<file path="src/rtl/needs_engine_pkg.sv">
// Shared types, preset codes and level helpers for the need-level tracker.
package needs_engine_pkg;

  localparam logic [3:0] PRESET_ALL_MAX  = 4'd0;
  localparam logic [3:0] PRESET_CH_FIRST = 4'd1;

  typedef enum logic {REST_IDLE, REST_ON} rest_state_e;
  typedef enum logic {MODE_NORMAL, MODE_TEST} mode_e;

  function automatic int unsigned lvl_max(input int unsigned w);
    return (32'd1 << w) - 32'd1;
  endfunction

  // Level a test preset forces onto channel ch for preset code sel.
  function automatic int unsigned preset_level(input logic [3:0] sel, input int unsigned ch,
                                               input int unsigned nch, input int unsigned lmax,
                                               input int unsigned llow, input int unsigned linit);
    int unsigned s;
    s = 32'(sel);
    if (sel == PRESET_ALL_MAX) return lmax;
    if (s >= 32'(PRESET_CH_FIRST) && s <= nch) return (s == ch + 32'd1) ? llow : linit;
    return linit;
  endfunction

endpackage

</file>
<file path="src/rtl/needs_engine_channel.sv">
// One need channel: saturating level, decay counter and feed edge detect.
module needs_engine_channel
  import needs_engine_pkg::*;
#(
  parameter int unsigned     LVLW     = 3,
  parameter int unsigned     LVL_INIT = 6,
  parameter int unsigned     PERW     = 10,
  parameter logic [PERW-1:0] PER      = 10'd300
) (
  input  logic            clk,
  input  logic            rst_n,
  input  logic            tick,
  input  logic            feed,
  input  logic            boost,
  input  logic            feed_en,
  input  logic            clr,
  input  logic            freeze,
  input  logic            rest_hold,
  input  logic            rest_inc,
  input  logic            load,
  input  logic [LVLW-1:0] load_val,
  output logic [LVLW-1:0] level
);

  localparam int unsigned     SW     = LVLW + 1;
  localparam logic [LVLW-1:0] LMAX   = LVLW'(lvl_max(LVLW));
  localparam logic [LVLW-1:0] LINIT  = LVLW'(LVL_INIT);
  localparam logic [PERW-1:0] PER_M1 = PER - PERW'(1);

  logic [LVLW-1:0] lvl_q, lvl_d;
  logic [PERW-1:0] cnt_q, cnt_d;
  logic            feed_q;
  logic            feed_edge_c;
  logic [SW-1:0]   sum_c;

  // A feed edge wins over a decay wrap on the same clk.
  always_comb begin
    lvl_d       = lvl_q;
    cnt_d       = cnt_q;
    feed_edge_c = feed & ~feed_q;
    sum_c       = {1'b0, lvl_q} + (boost ? SW'(2) : SW'(1));
    if (load) begin
      lvl_d = load_val;
    end else if (!freeze) begin
      if (feed_edge_c && feed_en) begin
        lvl_d = (sum_c > {1'b0, LMAX}) ? LMAX : sum_c[LVLW-1:0];
        cnt_d = '0;
      end else if (rest_hold) begin
        cnt_d = '0;
        if (rest_inc && lvl_q != LMAX) lvl_d = lvl_q + LVLW'(1);
      end else if (tick) begin
        if (cnt_q == PER_M1) begin
          cnt_d = '0;
          if (lvl_q != '0) lvl_d = lvl_q - LVLW'(1);
        end else begin
          cnt_d = cnt_q + PERW'(1);
        end
      end
    end
  end

  always_ff @(posedge clk or negedge rst_n) begin
    if (!rst_n) begin
      lvl_q  <= LINIT;
      cnt_q  <= '0;
      feed_q <= 1'b0;
    end else if (clr) begin
      lvl_q  <= LINIT;
      cnt_q  <= '0;
      feed_q <= 1'b0;
    end else begin
      lvl_q  <= lvl_d;
      cnt_q  <= cnt_d;
      feed_q <= feed;
    end
  end

  assign level = lvl_q;

endmodule

</file>
<file path="src/rtl/needs_engine.sv">
// Need-level tracker top: channels, rest/mode FSMs and long-press detection.
// Optional alarm outputs are built when NEEDS_ALARM_EN is defined.
module needs_engine
  import needs_engine_pkg::*;
#(
  parameter int unsigned         NCH        = 5,
  parameter int unsigned         LVLW       = 3,
  parameter int unsigned         LVL_INIT   = 6,
  parameter int unsigned         LVL_LOW    = 4,
  parameter int unsigned         PERW       = 10,
  parameter logic [NCH*PERW-1:0] DECAY_PER  = {10'd300, 10'd420, 10'd300, 10'd420, 10'd180},
  parameter int unsigned         REST_CH    = 2,
  parameter int unsigned         REST_PER   = 60,
  parameter int unsigned         HOLD_TICKS = 5
) (
  input  logic                clk,
  input  logic                rst_n,
  input  logic                tick_1s,
  input  logic [NCH-1:0]      feed,
  input  logic [NCH-1:0]      boost,
  input  logic                rest_req,
  input  logic                rest_block,
  input  logic                reset_btn,
  input  logic                test_btn,
  input  logic [3:0]          test_sel,
  output logic [NCH*LVLW-1:0] level,
  output logic                resting,
  output logic                test_mode
`ifdef NEEDS_ALARM_EN
  ,
  output logic [NCH-1:0]      alarm
`endif
);

  localparam int unsigned     RW   = (REST_PER > 1) ? $clog2(REST_PER) : 1;
  localparam int unsigned     HW   = $clog2(HOLD_TICKS + 1);
  localparam logic [LVLW-1:0] LMAX = LVLW'(lvl_max(LVLW));

  rest_state_e     rest_q;
  mode_e           mode_q;
  logic [RW-1:0]   rcnt_q;
  logic            rest_req_q;
  logic            test_btn_q;
  logic [HW-1:0]   hold_q [2];

  logic [1:0]      btn_c;
  logic [1:0]      fire_c;
  logic            soft_rst_c;
  logic            test_fire_c;
  logic            preset_c;
  logic            rest_edge_c;
  logic            rest_exit_c;
  logic            rest_inc_c;
  logic [LVLW-1:0] rest_lvl_c;

  assign rest_lvl_c = level[REST_CH*LVLW +: LVLW];

  always_comb begin
    btn_c       = {test_btn, reset_btn};
    for (int b = 0; b < 2; b++)
      fire_c[b] = tick_1s && btn_c[b] && (hold_q[b] == HW'(HOLD_TICKS - 1));
    soft_rst_c  = fire_c[0];
    test_fire_c = fire_c[1] && (mode_q == MODE_NORMAL);
    preset_c    = (mode_q == MODE_TEST) && test_btn && !test_btn_q;
    rest_edge_c = rest_req && !rest_req_q;
    rest_exit_c = (rest_q == REST_ON) && (rest_block || rest_lvl_c == LMAX);
    rest_inc_c  = (mode_q == MODE_NORMAL) && (rest_q == REST_ON) && !rest_exit_c &&
                  tick_1s && (rcnt_q == RW'(REST_PER - 1));
  end

  // Long-press counters saturate at HOLD_TICKS so each press fires once.
  always_ff @(posedge clk or negedge rst_n) begin
    if (!rst_n) begin
      for (int b = 0; b < 2; b++) hold_q[b] <= '0;
    end else begin
      for (int b = 0; b < 2; b++) begin
        if (!btn_c[b]) hold_q[b] <= '0;
        else if (tick_1s && hold_q[b] != HW'(HOLD_TICKS)) hold_q[b] <= hold_q[b] + HW'(1);
      end
    end
  end

  // Rest and mode FSMs; soft reset restores the power-on state.
  always_ff @(posedge clk or negedge rst_n) begin
    if (!rst_n) begin
      rest_q     <= REST_IDLE;
      mode_q     <= MODE_NORMAL;
      rcnt_q     <= '0;
      rest_req_q <= 1'b0;
      test_btn_q <= 1'b0;
    end else if (soft_rst_c) begin
      rest_q     <= REST_IDLE;
      mode_q     <= MODE_NORMAL;
      rcnt_q     <= '0;
      rest_req_q <= 1'b0;
      test_btn_q <= 1'b0;
    end else begin
      rest_req_q <= rest_req;
      test_btn_q <= test_btn;
      if (mode_q == MODE_TEST) begin
        if (preset_c) begin
          rest_q <= REST_IDLE;
          rcnt_q <= '0;
        end
      end else begin
        if (test_fire_c) mode_q <= MODE_TEST;
        case (rest_q)
          REST_IDLE: begin
            if (rest_edge_c && !rest_block) begin
              rest_q <= REST_ON;
              rcnt_q <= '0;
            end
          end
          REST_ON: begin
            if (rest_exit_c) begin
              rest_q <= REST_IDLE;
              rcnt_q <= '0;
            end else if (tick_1s) begin
              rcnt_q <= (rcnt_q == RW'(REST_PER - 1)) ? '0 : rcnt_q + RW'(1);
            end
          end
          default: rest_q <= REST_IDLE;
        endcase
      end
    end
  end

  assign resting   = (rest_q == REST_ON);
  assign test_mode = (mode_q == MODE_TEST);

  for (genvar i = 0; i < NCH; i++) begin : g_ch
    localparam bit IS_REST = (32'(i) == REST_CH);
    logic [LVLW-1:0] load_val_c;

    assign load_val_c = LVLW'(preset_level(test_sel, 32'(i), NCH, lvl_max(LVLW), LVL_LOW, LVL_INIT));

    needs_engine_channel #(
      .LVLW     (LVLW),
      .LVL_INIT (LVL_INIT),
      .PERW     (PERW),
      .PER      (DECAY_PER[i*PERW +: PERW])
    ) u_ch (
      .clk       (clk),
      .rst_n     (rst_n),
      .tick      (tick_1s),
      .feed      (feed[i]),
      .boost     (boost[i]),
      .feed_en   (!resting),
      .clr       (soft_rst_c),
      .freeze    (test_mode),
      .rest_hold (resting && IS_REST),
      .rest_inc  (rest_inc_c && IS_REST),
      .load      (preset_c),
      .load_val  (load_val_c),
      .level     (level[i*LVLW +: LVLW])
    );
  end

`ifdef NEEDS_ALARM_EN
  always_ff @(posedge clk or negedge rst_n) begin
    if (!rst_n) begin
      alarm <= '0;
    end else if (soft_rst_c || mode_q == MODE_TEST) begin
      alarm <= '0;
    end else begin
      for (int i = 0; i < NCH; i++) alarm[i] <= (level[i*LVLW +: LVLW] < LVLW'(LVL_LOW));
    end
  end
`endif

endmodule
</file>
<file path="config.mk">
export PLATFORM = sky130hd
export DESIGN_NAME = needs_engine
export DESIGN_NICKNAME = d
export VERILOG_FILES = /design/src/rtl/needs_engine_pkg.sv /design/src/rtl/needs_engine_channel.sv /design/src/rtl/needs_engine.sv
export SDC_FILE = /design/constraint.sdc
export NUM_CORES = 1
export LEC_CHECK = 0
export ABC_AREA = 1
export BUFFER_PORTS_ARGS = -buffer_cell sky130_fd_sc_hd__buf_2
export CORE_ASPECT_RATIO = 0.5
export CORE_UTILIZATION = 55
export CTS_CLUSTER_DIAMETER = 150
export DETAILED_ROUTE_END_ITERATION = 6
export PLACE_DENSITY = 0.8
export SYNTH_ARGS = -nofsm -noshare
export SYNTH_HDL_FRONTEND = slang
export SYNTH_SLANG_ARGS = --single-unit
</file>
<file path="constraint.sdc">
create_clock -name clk -period 2.5 [get_ports clk]
set_input_delay 0.125 -clock clk [delete_from_list [all_inputs] [get_ports clk]]
set_output_delay 0.125 -clock clk [all_outputs]
set_load 0.05 [all_outputs]
</file>
* Word-level counts from Yosys, hierarchy flattened *
Index checks and enable logic that the tools add are counted.

storage, ports and cells
  register bits after elaboration = 86
  input port bits = 21
  word-level logic and storage cells = 281

cells by class
  $add $sub $neg = 19
  magnitude comparators = 7
  eq/ne operators = 25
  muxes and demuxes = 130
  bitwise operators = 12
  reductions and logical operators = 66

operator list
  kind                                                  number
  2-to-1 mux 10 bit                                     31
  2-to-1 mux 3 bit                                      62
  nonzero test 4 bit                                    13
  adder 10 x 1 -> 10 bit, second input constant         5
  2-to-1 mux 6 bit                                      7
  equality test 10 x 9 -> 1 bit, second input constant  4
  nonzero test 3 bit                                    9
  logical AND 1 bit                                     23
  adder 3 x 4 -> 4 bit                                  5
  > comparator 4 x 3 -> 1 bit, second input constant    5
  2-to-1 mux 2 bit                                      10
  2-to-1 mux 1 bit                                      18
  AND reduction 3 bit                                   6
  AND reduction 4 bit                                   4
  nonzero test 5 bit                                    3
  subtractor 3 x 1 -> 3 bit, second input constant      5
  one-hot mux 6 bit (2 select lines)                    1
  equality test 10 x 8 -> 1 bit, second input constant  1
  adder 3 x 1 -> 3 bit, second input constant           3
  equality test 3 bit, second input constant            3
  != test 3 bit, second input constant                  3
  equality test 4 x 2 -> 1 bit, second input constant   2
  equality test 4 x 3 -> 1 bit, second input constant   2
  != test 2 x 1 -> 1 bit, second input constant         4
  16 further kinds                                      30

* Longest topological paths before layout *
Gate-level depths: netlist of the first run.

  depth in word-level cells = 14
  depth in mapped cells = 12
  gate-level depth less buffers = 12

* By module *
From an unflattened synthesis of the first run, not the netlist that was laid out.

unflattened totals
  cells, all modules = 941
  area total of the unflattened synthesis = 6526.3 sq um

by module, submodules not included
  module                                    instances  cells an instance  area each (sq um)
  needs_engine_channel at g_ch[1].u_ch ...  2          157                1096.1
  needs_engine_channel at g_ch[4].u_ch      1          163                1098.6
  needs_engine_channel at g_ch[2].u_ch      1          160                1097.3
  needs_engine_channel at g_ch[0].u_ch      1          161                1093.5
  needs_engine                              1          143                1044.8

* Worst setup path after synthesis of the first run *
No wires, ideal clock.

  path type = register -> register
  start point = register rest_q, in the netlist resting
  end point = register g_ch[2].u_ch.lvl_q[2]
  library setup time = 61 ps
  data arrival time = 1905 ps
  data required time = 2439 ps
  path slack = 534 ps
  cell stages (with the launch flop) = 8
  clock period less this slack = 1966 ps
  cell sequence = dfrtp_1 inv_2 fa_1 xnor2_1 or2_2 nand3_1 nand3_1 nand2_1

between the ends
  longest elaborated chain between the ends = 8

ends and longest elaborated chain
  what                                     RTL line                    text
  from (decl)                              needs_engine.sv:39          rest_state_e rest_q;
  from (signal assigned)                   needs_engine.sv:86          rest_q <= REST_IDLE;
  from (signal assigned)                   needs_engine.sv:92          rest_q <= REST_IDLE;
  from (signal assigned)                   needs_engine.sv:102         rest_q <= REST_IDLE;
  logical AND 1 bit                        needs_engine.sv:66          rest_exit_c = (rest_q == REST_ON) && (rest_block || rest_lvl_c == LMAX);
  zero test 1 bit                          needs_engine.sv:67          rest_inc_c = (mode_q == MODE_NORMAL) && (rest_q == REST_ON) && !rest_exit_c &&
  logical AND 1 bit (2 in a row)           needs_engine.sv:67
  logical AND 1 bit                        needs_engine.sv:68          tick_1s && (rcnt_q == RW'(REST_PER - 1));
  logical AND 1 bit                        needs_engine_channel.sv:50  if (rest_inc && lvl_q != LMAX) lvl_d = lvl_q + LVLW'(1);
  != test 5 x 1 -> 1 bit (no source line)  n/a
  AND reduction 5 bit (no source line)     n/a
  to (signal assigned)                     needs_engine_channel.sv:72  lvl_q <= lvl_d;
  to (decl)                                needs_engine_channel.sv:30  logic [LVLW-1:0] lvl_q, lvl_d;

Several ways; a longest one is shown, not always the timed one. The select of a mux whose other input is x is not followed.
A chain may end at the register's enable or synchronous reset.

* Worst setup path in the final report of the first run *
  start point = register mode_q, in the netlist test_mode
  end point = register g_ch[2].u_ch.lvl_q[0]

between the ends
  longest elaborated chain between the ends = 8

ends and longest elaborated chain
  what                                     RTL line                    text
  from (decl)                              needs_engine.sv:40          mode_e mode_q;
  from (signal assigned)                   needs_engine.sv:87          mode_q <= MODE_NORMAL;
  from (signal assigned)                   needs_engine.sv:93          mode_q <= MODE_NORMAL;
  from (signal assigned)                   needs_engine.sv:106         if (test_fire_c) mode_q <= MODE_TEST;
  inverter 1 bit                           needs_engine.sv:67
  logical AND 1 bit (3 in a row)           needs_engine.sv:67
  logical AND 1 bit                        needs_engine.sv:68
  logical AND 1 bit                        needs_engine_channel.sv:50
  != test 5 x 1 -> 1 bit (no source line)  n/a
  AND reduction 5 bit (no source line)     n/a

Several ways; a longest one is shown, not always the timed one.

==> flow_summary.json, run 1 <==
{
  "status": "completed",
  "crit_arrival_ns": 2.28,
  "yosys_warnings": 0,
  "fill_cells": 868,
  "boundaryPins": 38,
  "crit_type": "reg -> reg",
  "setup_viol": 0,
  "clock_power_share": 0.259,
  "avgSynthCellArea_sq_um": 7.33,
  "ant_nets": 0,
  "cts_setup_buffers": 0,
  "drt_iter0_drc": 381,
  "syn-cell-area_sq_um": 5840,
  "synth_cells": 796,
  "fin_cells": 985,
  "setup.worst_path.start_class": "flip-flop",
  "layout.nets": 898,
  "drive_gt1_frac": 0.122,
  "routabilityCongestion": 0.864,
  "slew_headroom": 0.531,
  "vias": 5180,
  "syn_nets": 853,
  "coreArea_sq_um": 10200,
  "holdCritStartpoint": "feed[1]",
  "grt_max_degree": 54,
  "grt-ovfl-total": 0,
  "utilization": 0.638,
  "final_area_sq_um": 6540,
  "p_total_mw": 5.91,
  "crit_fanout": 10,
  "crit_start": "test_mode",
  "row_count": 26,
  "post-route-period-util": 0.819,
  "switching_power_mw": 2.40,
  "rsz0062_at_grt": "no",
  "cts_buffers": 9,
  "cellInternalPower_mw": 3.51,
  "drtPass1Iterations": 5,
  "drv_cap": 0,
  "placed_cells": 968,
  "syn2layout_area_growth_pct": 12.0,
  "yosysTopAreaCell": "dfrtp_1",
  "rr_worst_depth": 7,
  "ys.flop_type": "dfrtp_1",
  "routedWlPerCell_microns": 13.1,
  "ctsResizeCount": 0,
  "path_clk_slew_ns": 0.06,
  "post_dp_cell_area_sq_um": 6180,
  "fin_crit_ns": 2.05,
  "wirelength_microns": 12900,
  "worst_pin_slew_ns": 0.704,
  "fp.dieH_microns": 74.9,
  "finalSetupTns_ns": 0,
  "hold_buffers": 1,
  "seq_power_share": 0.358,
  "synthArstFlopShare": 1.00,
  "drc": 0,
  "cts_tree": "built",
  "ctsHtreeMaxLevel": 3,
  "vias_per_cell": 5.26,
  "yosys.area.top_type_share": 0.326,
  "p_sw_frac": 0.407,
  "die_w_microns": 148,
  "grtUsageTotal": 0.246,
  "root_buffer": "clkbuf_16",
  "dpl.hpwl_microns": 9400,
  "synth_edf_count": 0,
  "critPathCaptureType": "flip-flop",
  "synthTopCellsByArea": "dfrtp_1 33%, nand2_1 13%, inv_1 7.4%",
  "powerDensity_nw_per_um2": 904,
  "hold_viol": 0,
  "grt_pass1_vias": 4735,
  "clock-sinks": 86,
  "portBuffers": 37,
  "clockBufferDepth": 2,
  "yosys_register_bits": 86,
  "grt_pass1_wl_microns": 21400,
  "diodes": 0,
  "hp-class": "in -> reg",
  "start_util": 0.570,
  "slew_violations": 0,
  "min_path_cells": 3,
  "reg2reg_from": "test_mode",
  "p_leak_nw": 3.45,
  "power_frac_comb": 0.383,
  "synth_cell_type_count": 45,
  "die_area_sq_um": 11100,
  "antenna_found_initial": 0,
  "peakVddDrop_mv": 0.424,
  "clock_skew_ns": 0.00715,
  "ys_seq_area_frac": 0.371,
  "required_ns": 2.73,
  "clock_latency_ns": 0.34,
  "clock.fmax_ghz": 0.488
}
-- power groups by stage --
stage | clock network, mW | registers (mW) | logic (mW)
floorplan | 0 | 2.44 | 1.37
global placement | 0 | 2.12 | 2.16
detailed placement | 0 | 2.13 | 2.24
CTS | 1.55 | 2.11 | 2.26
global route | 1.61 | 2.16 | 2.57
finish | 1.53 | 2.12 | 2.27
-- state kept, by name, summed over array words and instances, names as in the netlist --
register and count:
test_mode 1, hold_q 6, rcnt_q 6, g_ch.u_ch.cnt_q 50, resting 1, test_btn_q 1, g_ch.u_ch.feed_q 5, rest_req_q 1
g_ch.u_ch.level 15
-- cell usage after synthesis (2+ instances only) --
cell type and instances:
a21oi_1 20, buf_2 4, dfrtp_1 76, dfstp_2 10
fa_1 6, ha_1 30, inv_1 115, inv_2 9
nand2_1 207, nand2_2 8, nand2_4 7, nand3_1 66
nand3b_1 4, nand4_1 15, nor2_1 89, nor2_2 4
nor2_4 2, nor2_8 2, nor3_1 14, o211ai_1 3
o21a_1 2, o21ai_0 47, o21ai_1 7, or2_2 3
xnor2_1 8, xor2_1 19
-- layout by cell type, fill, tap and decap left out, types with 2 or more instances in the layout --
master,count
nor3_1,14
nand2_4,7
inv_2,9
fa_1,6
nand3b_1,4
nand2_1,207
clkbuf_16,9
bufinv_16,3
nand2_2,8
a21oi_1,20
nand3_1,66
xor2_1,19
nor2_1,89
o211ai_1,3
o21ai_1,7
inv_1,115
buf_2,36
nor2_4,2
xnor2_1,8
nand4_1,15
dfrtp_1,76
o21ai_0,47
nor2_8,2
o21a_1,2
ha_1,30
nor2_2,4
dfstp_2,10
or2_2,3
dlygate4sd3_1,2
-- per-stage QoR --
stage | setup slack (ns) | hold slack, ns
floorplan | 0.534 | -0.171
global placement | 0.512 | 0.219
detailed placement | 0.486 | 0.223
CTS | 0.483 | 0.000813
global route | 0.317 | 0.0207
finish | 0.452 | 0.0181
-- per-layer routing --
layer / routed length (microns) / vias up / GRT usage
met5: 0 / - / 0
met4: 136 / 0 / 0.0538
met3: 589 / 20 / 0.0491
met2: 6220 / 113 / 0.441
met1: 5980 / 2433 / 0.316
li1: - / 2614 / -
-- worst paths after layout --
path,endpoint,slack (ns)
worst max-delay path,g_ch[2].u_ch.level[0],0.45
worst min-delay path,g_ch[1].u_ch.feed_q,0.02
worst max register to register,g_ch[2].u_ch.level[0],0.45
worst min register to register,rcnt_q[0],0.51
max in group asynchronous,g_ch[2].u_ch.level[2],1.42
min in group asynchronous,g_ch[1].u_ch.cnt_q[6],0.37
-- final cells by class --
cell class	count	area [sq um]	share of cell area
Clock inverter	4	95.1	0.0145
Clock buffer	11	243	0.0371
Tap cell	140	175	0.0268
Inverter	124	465	0.0712
Timing Repair Buffer	40	228	0.0348
Multi-Input combinational cell	580	3170	0.485
Sequential cell	86	2160	0.331
-- cells by family (layout without fill, tap and decap cells) --
kind of cell,after synthesis,count (layout),synth area share
xor gates and xnor gates,27,27,0.0405
and+or+nand+nor,427,427,0.332
muxes,1,1,0.00171
adders and majority gates,36,36,0.0849
buffers and inverters,130,179,0.0864
DFF,86,86,0.371
AOI/OAI and AO/OA,89,89,0.0834
-- critical path: stages (launching register included) --
cell and delay (ns):
dfrtp_1 0.76, nand3_1 0.36, nand2_1 0.28, nor2_1 0.09
a21oi_2 0.24, nand2_2 0.09, nand2_1 0.07, nand2_1 0.05
Note: power is estimated with default switching activity, not from simulation.
==> run 2, diff against run 1 <==
- clock period: 2.5 -> 1.9 ns (I/O delays scaled with it)
==> run 2 against run 1 <==
Effect of this change: clock-buffer cell count increased by 1; largest cell class unchanged; wire length up 4.1%; global-route usage increased by 1.1 points; combinational power increased by 37%; sequential share of layout area fell by 0.74 points; clock power up 14%; core utilization grew 1.5 points.
==> flow_summary.json, run 2 (synthesis results as in run 1) <==
{
  "root_buffer": "clkbuf_16",
  "hold_viol": 0,
  "critPathCaptureType": "flip-flop",
  "pre_cts_ws_ns": 0.0873,
  "cts_tree": "built",
  "top_usage_layer": "met2",
  "drt_iter0_drc": 275,
  "status": "completed",
  "cts_buffers": 9,
  "clockBufferDepth": 2,
  "ctsHtreeMaxLevel": 3,
  "reg2reg_slack_ns": 0.07,
  "post-route-period-util": 0.962,
  "fill_cells": 851,
  "coreArea_sq_um": 10200,
  "rsz0062_at_grt": "no",
  "wirelength_microns": 13500,
  "grt-ovfl-total": 0,
  "drive_gt1_frac": 0.144,
  "crit_type": "reg -> reg",
  "timing.rr.end": "g_ch[2].u_ch.level[2]",
  "required_ns": 2.19,
  "final_cell_mix": "206 x nand2_1, 114 x inv_1, 89 x nor2_1",
  "grt_pass1_wl_microns": 22200,
  "endpoint": "g_ch[2].u_ch.level[2]",
  "setup_viol": 0,
  "setup.worst_path.start_class": "flip-flop",
  "row_count": 26,
  "slew_headroom": 0.658,
  "final_common_cell": "nand2_1",
  "crit_fanout": 5,
  "fp.dieH_microns": 74.9,
  "p_leak_nw": 3.51,
  "finalSetupTns_ns": 0,
  "fin_cells": 1007,
  "slew_violations": 0,
  "worst_pin_slew_ns": 0.512,
  "path_clk_slew_ns": 0.06,
  "multi_input_area_sq_um": 3210,
  "largest-register": "g_ch.u_ch.cnt_q",
  "drv_cap": 0,
  "clock.fmax_ghz": 0.547,
  "die_area_sq_um": 11100,
  "vias": 5285,
  "clock-sinks": 86,
  "largest_reg_flops": 50,
  "use_met2": 0.448,
  "portBuffers": 37,
  "met3_usage": 0.0515,
  "peakVddDrop_mv": 0.613,
  "drc": 0,
  "utilization": 0.653,
  "start_util": 0.570,
  "layout.nets": 919,
  "syn2layout_area_growth_pct": 14.7,
  "hp-class": "in -> reg",
  "powerDensity_nw_per_um2": 1140,
  "final_area_sq_um": 6700,
  "reg2reg_from": "g_ch[2].u_ch.level[0]",
  "fin_crit_ns": 1.83,
  "die_w_microns": 148,
  "diodes": 0,
  "met1_usage": 0.323,
  "post_dp_cell_area_sq_um": 6240,
  "setup_ws_ns": 0.0726,
  "crit_start": "g_ch[2].u_ch.level[0]",
  "placed_cells": 975,
  "grtUsageTotal": 0.257,
  "ant_nets": 0,
  "clock_latency_ns": 0.35,
  "vias_per_cell": 5.25,
  "grt_max_degree": 37,
  "clock_skew_ns": 0.00631,
  "crit_arrival_ns": 2.11,
  "regArea_sq_um": 2170,
  "antenna_found_initial": 0,
  "grt_pass1_vias": 4928,
  "boundaryPins": 38,
  "drtPass1Iterations": 5,
  "dpl.hpwl_microns": 9650,
  "rr_worst_depth": 7,
  "holdCritStartpoint": "feed[3]",
  "routabilityCongestion": 0.875,
  "routedWlPerCell_microns": 13.4
}
run 2: worst min-delay path by stage:
stage	slack [ns]	end	cells after the start
floorplan	-0.20	g_ch[0].u_ch.cnt_q[0]	0
global placement	0.09	g_ch[1].u_ch.cnt_q[6]	1
detailed placement	0.1	g_ch[1].u_ch.cnt_q[5]	1
CTS	0.005	g_ch[3].u_ch.feed_q	3
global route	0.006	g_ch[3].u_ch.feed_q	3
finish	0.01	g_ch[3].u_ch.feed_q	3
run 2: cell type report:
cell class	count	area share
multi-input cells	581	0.479
clock buffers	12	0.0353
well taps	140	0.0262
inverters	124	0.0699
repair buffers	60	0.0585
flip-flops and latches	86	0.324
clock inverters	4	0.00710
run 2: through the flow:
step	hold slack [ns]	total power, mW
after floorplan	-0.201	5.02
after global placement	0.0918	5.67
after detailed placement	0.0986	5.77
after CTS	0.00458	7.56
after global routing	0.00647	8.20
final	0.00984	7.63
run 2: layer usage:
layer / routed length [microns] / up-vias
met1: 6120 / 2449
met4: 291 / 0
met2: 6420 / 142
met3: 624 / 33
li1: - / 2661
met5: 0 / -
run 2: where the power goes:
group,switching [mW],total (mW),internal [mW]
sequential,0.486,2.76,2.28
combinational,2.02,3.11,1.09
clock,0.737,1.75,1.02
run 2: repair_timing:
action,CTS,global route
resized for setup,0,10
hold buffers,6,0
setup buffers,0,9
endpoints found under the hold margin,35,0
endpoints found under the setup margin,0,41
run 2: worst max-delay path, cell delays in order (launching register included):
cell     delay [ns]
dfrtp_2        0.45
buf_4          0.17
fa_1           0.45
xnor2_1        0.17
or2_2          0.29
nand3_1        0.08
nand3_1        0.07
nand2_1        0.08
==> run 3, diff against run 2 <==
- BUFFER_PORTS_ARGS: -buffer_cell sky130_fd_sc_hd__buf_2 -> -buffer_cell sky130_fd_sc_hd__buf_4
==> run 3 against run 2 <==
Effect of this change: clock skew shrank 0.0014 ns; non-clock buffer count shrank 2; final area grew 0.56%; clock-buffer cell count shrank 2; total power grew 0.22%; die area is the same; hold slack gained 0.0030 ns; register-to-register slack gained 0.06 ns; wire length shrank 3.4%; sequential cell count is the same; combinational power grew 3%; global-route usage shrank 1.0 points; largest cell class unchanged.
==> flow_summary.json, run 3 (synthesis results as in run 1) <==
{
  "syn2layout_area_growth_pct": 15.3,
  "highest_layer": "met4",
  "fp.dieH_microns": 74.9,
  "post-route-period-util": 0.933,
  "timing.rr.end": "g_ch[2].u_ch.level[1]",
  "drtPass1Iterations": 5,
  "portBuffers": 37,
  "antenna_found_initial": 0,
  "drc": 0,
  "rsz0062_at_grt": "no",
  "slew_violations": 0,
  "ctsHtreeMaxLevel": 3,
  "hp-class": "in -> reg",
  "critPathCaptureType": "flip-flop",
  "required_ns": 2.19,
  "grt_max_degree": 63,
  "worst_pin_slew_ns": 0.499,
  "crit_type": "reg -> reg",
  "clock-sinks": 86,
  "finalSetupTns_ns": 0,
  "die_area_sq_um": 11100,
  "coreArea_sq_um": 10200,
  "grtUsageTotal": 0.247,
  "slew_headroom": 0.667,
  "routedWlPerCell_microns": 12.9,
  "largest-register": "g_ch.u_ch.cnt_q",
  "largest_reg_flops": 50,
  "vias": 5317,
  "clock_latency_ns": 0.34,
  "status": "completed",
  "dpl.hpwl_microns": 9440,
  "fill_cells": 869,
  "ant_nets": 0,
  "die_w_microns": 148,
  "reg2reg_from": "hold_q[3]",
  "drt_iter0_drc": 312,
  "hold_viol": 0,
  "peakVddDrop_mv": 0.631,
  "drive_gt1_frac": 0.145,
  "drv_cap": 0,
  "p_leak_nw": 3.52,
  "final_area_sq_um": 6730,
  "holdCritStartpoint": "feed[4]",
  "wirelength_microns": 13000,
  "routabilityCongestion": 0.930,
  "reg2reg_slack_ns": 0.13,
  "root_buffer": "clkbuf_16",
  "fin_crit_ns": 1.77,
  "diodes": 0,
  "layout.nets": 916,
  "row_count": 26,
  "final_common_cell": "nand2_1",
  "start_util": 0.570,
  "setup.worst_path.start_class": "flip-flop",
  "clock_skew_ns": 0.00496,
  "grt-ovfl-total": 0,
  "rr_worst_depth": 11,
  "crit_arrival_ns": 2.06,
  "powerDensity_nw_per_um2": 1130,
  "clock.fmax_ghz": 0.564,
  "hold_end": "g_ch[4].u_ch.feed_q",
  "min_path_cells": 3,
  "regArea_sq_um": 2170,
  "grt_pass1_vias": 4843,
  "post_dp_cell_area_sq_um": 6330,
  "crit_fanout": 5,
  "setup_viol": 0,
  "clockBufferDepth": 2,
  "final_cell_mix": "207 x nand2_1, 114 x inv_1, 89 x nor2_1",
  "boundaryPins": 38,
  "vias_per_cell": 5.30,
  "dr_wl_met3_microns": 564,
  "cts_buffers": 9,
  "grt_pass1_wl_microns": 21700,
  "met1Wirelength_microns": 6100,
  "cts_tree": "built",
  "wl_met2_microns": 6180,
  "multi_input_area_sq_um": 3180,
  "path_clk_slew_ns": 0.06
}
==> run 3: layout make-up <==
cell class	instances	area share
inverters	124	0.0691
clock buffers	10	0.0355
clock inverters	6	0.00687
multi-input cells	580	0.472
repair buffers	58	0.0684
well taps	140	0.0260
flip-flops and latches	86	0.322
==> run 3: layer usage <==
metal / up-vias / track usage
met5: - / 0
met4: 0 / 0.0664
met3: 21 / 0.0509
met2: 126 / 0.427
met1: 2506 / 0.322
li1: 2664 / -
==> run 3: critical path, cell delays in order, from the launching register on <==
cell     delay [ns]
dfrtp_1        0.40
inv_1          0.10
ha_1           0.16
nand2_1        0.10
nor2_4         0.23
buf_4          0.17
nor2_1         0.05
nand2_1        0.12
nor2_1         0.07
nor2_1         0.13
nand3_1        0.10
nand2_1        0.09
==> run 3: worst max-delay path by stage <==
stage | to | slack [ns] | depth (start not counted) | from
final | g_ch[2].u_ch.level[1] | 0.13 | 11 | hold_q[3]
after global routing | g_ch[2].u_ch.level[1] | 0.006 | 11 | hold_q[3]
after CTS | g_ch[1].u_ch.cnt_q[8] | 0.05 | 9 | hold_q[3]
after detailed placement | g_ch[1].u_ch.cnt_q[8] | 0.07 | 9 | hold_q[3]
after global placement | g_ch[1].u_ch.cnt_q[8] | 0.14 | 9 | hold_q[3]
after floorplan | g_ch[3].u_ch.level[1] | 0.03 | 8 | g_ch[3].u_ch.level[0]
==> run 3: where the power goes <==
group	total (mW)	leakage [nW]	switching [mW]	internal, mW
Clock	1.68	0.135	0.756	0.928
Sequential	2.75	1.11	0.472	2.28
Combinational	3.21	2.27	2.00	1.21
Total	7.64	3.52	3.23	4.42
==> run 3: timing repair <==
action / 4_1_cts / 5_1_grt
gates resized for setup: 0 / 5
setup buffers: 0 / 7
endpoints found under the hold margin: 28 / 0
setup endpoints to repair: 0 / 43
hold buffers: 5 / 0
==> run 3: per-stage QoR <==
step / utilization / worst slack [ns] / hold slack [ns] / cells / power, mW
floorplan: - / 0.0319 / -0.201 / 796 / 5.02
global placement: 0.618 / 0.140 / 0.0170 / 976 / 5.78
detailed placement: 0.618 / 0.0671 / 0.0162 / 976 / 5.86
CTS: 0.651 / 0.0531 / 0.00449 / 997 / 7.57
global route: 0.657 / 0.00590 / 0.00994 / 1004 / 8.20
finish: 0.657 / 0.128 / 0.0128 / 1004 / 7.64
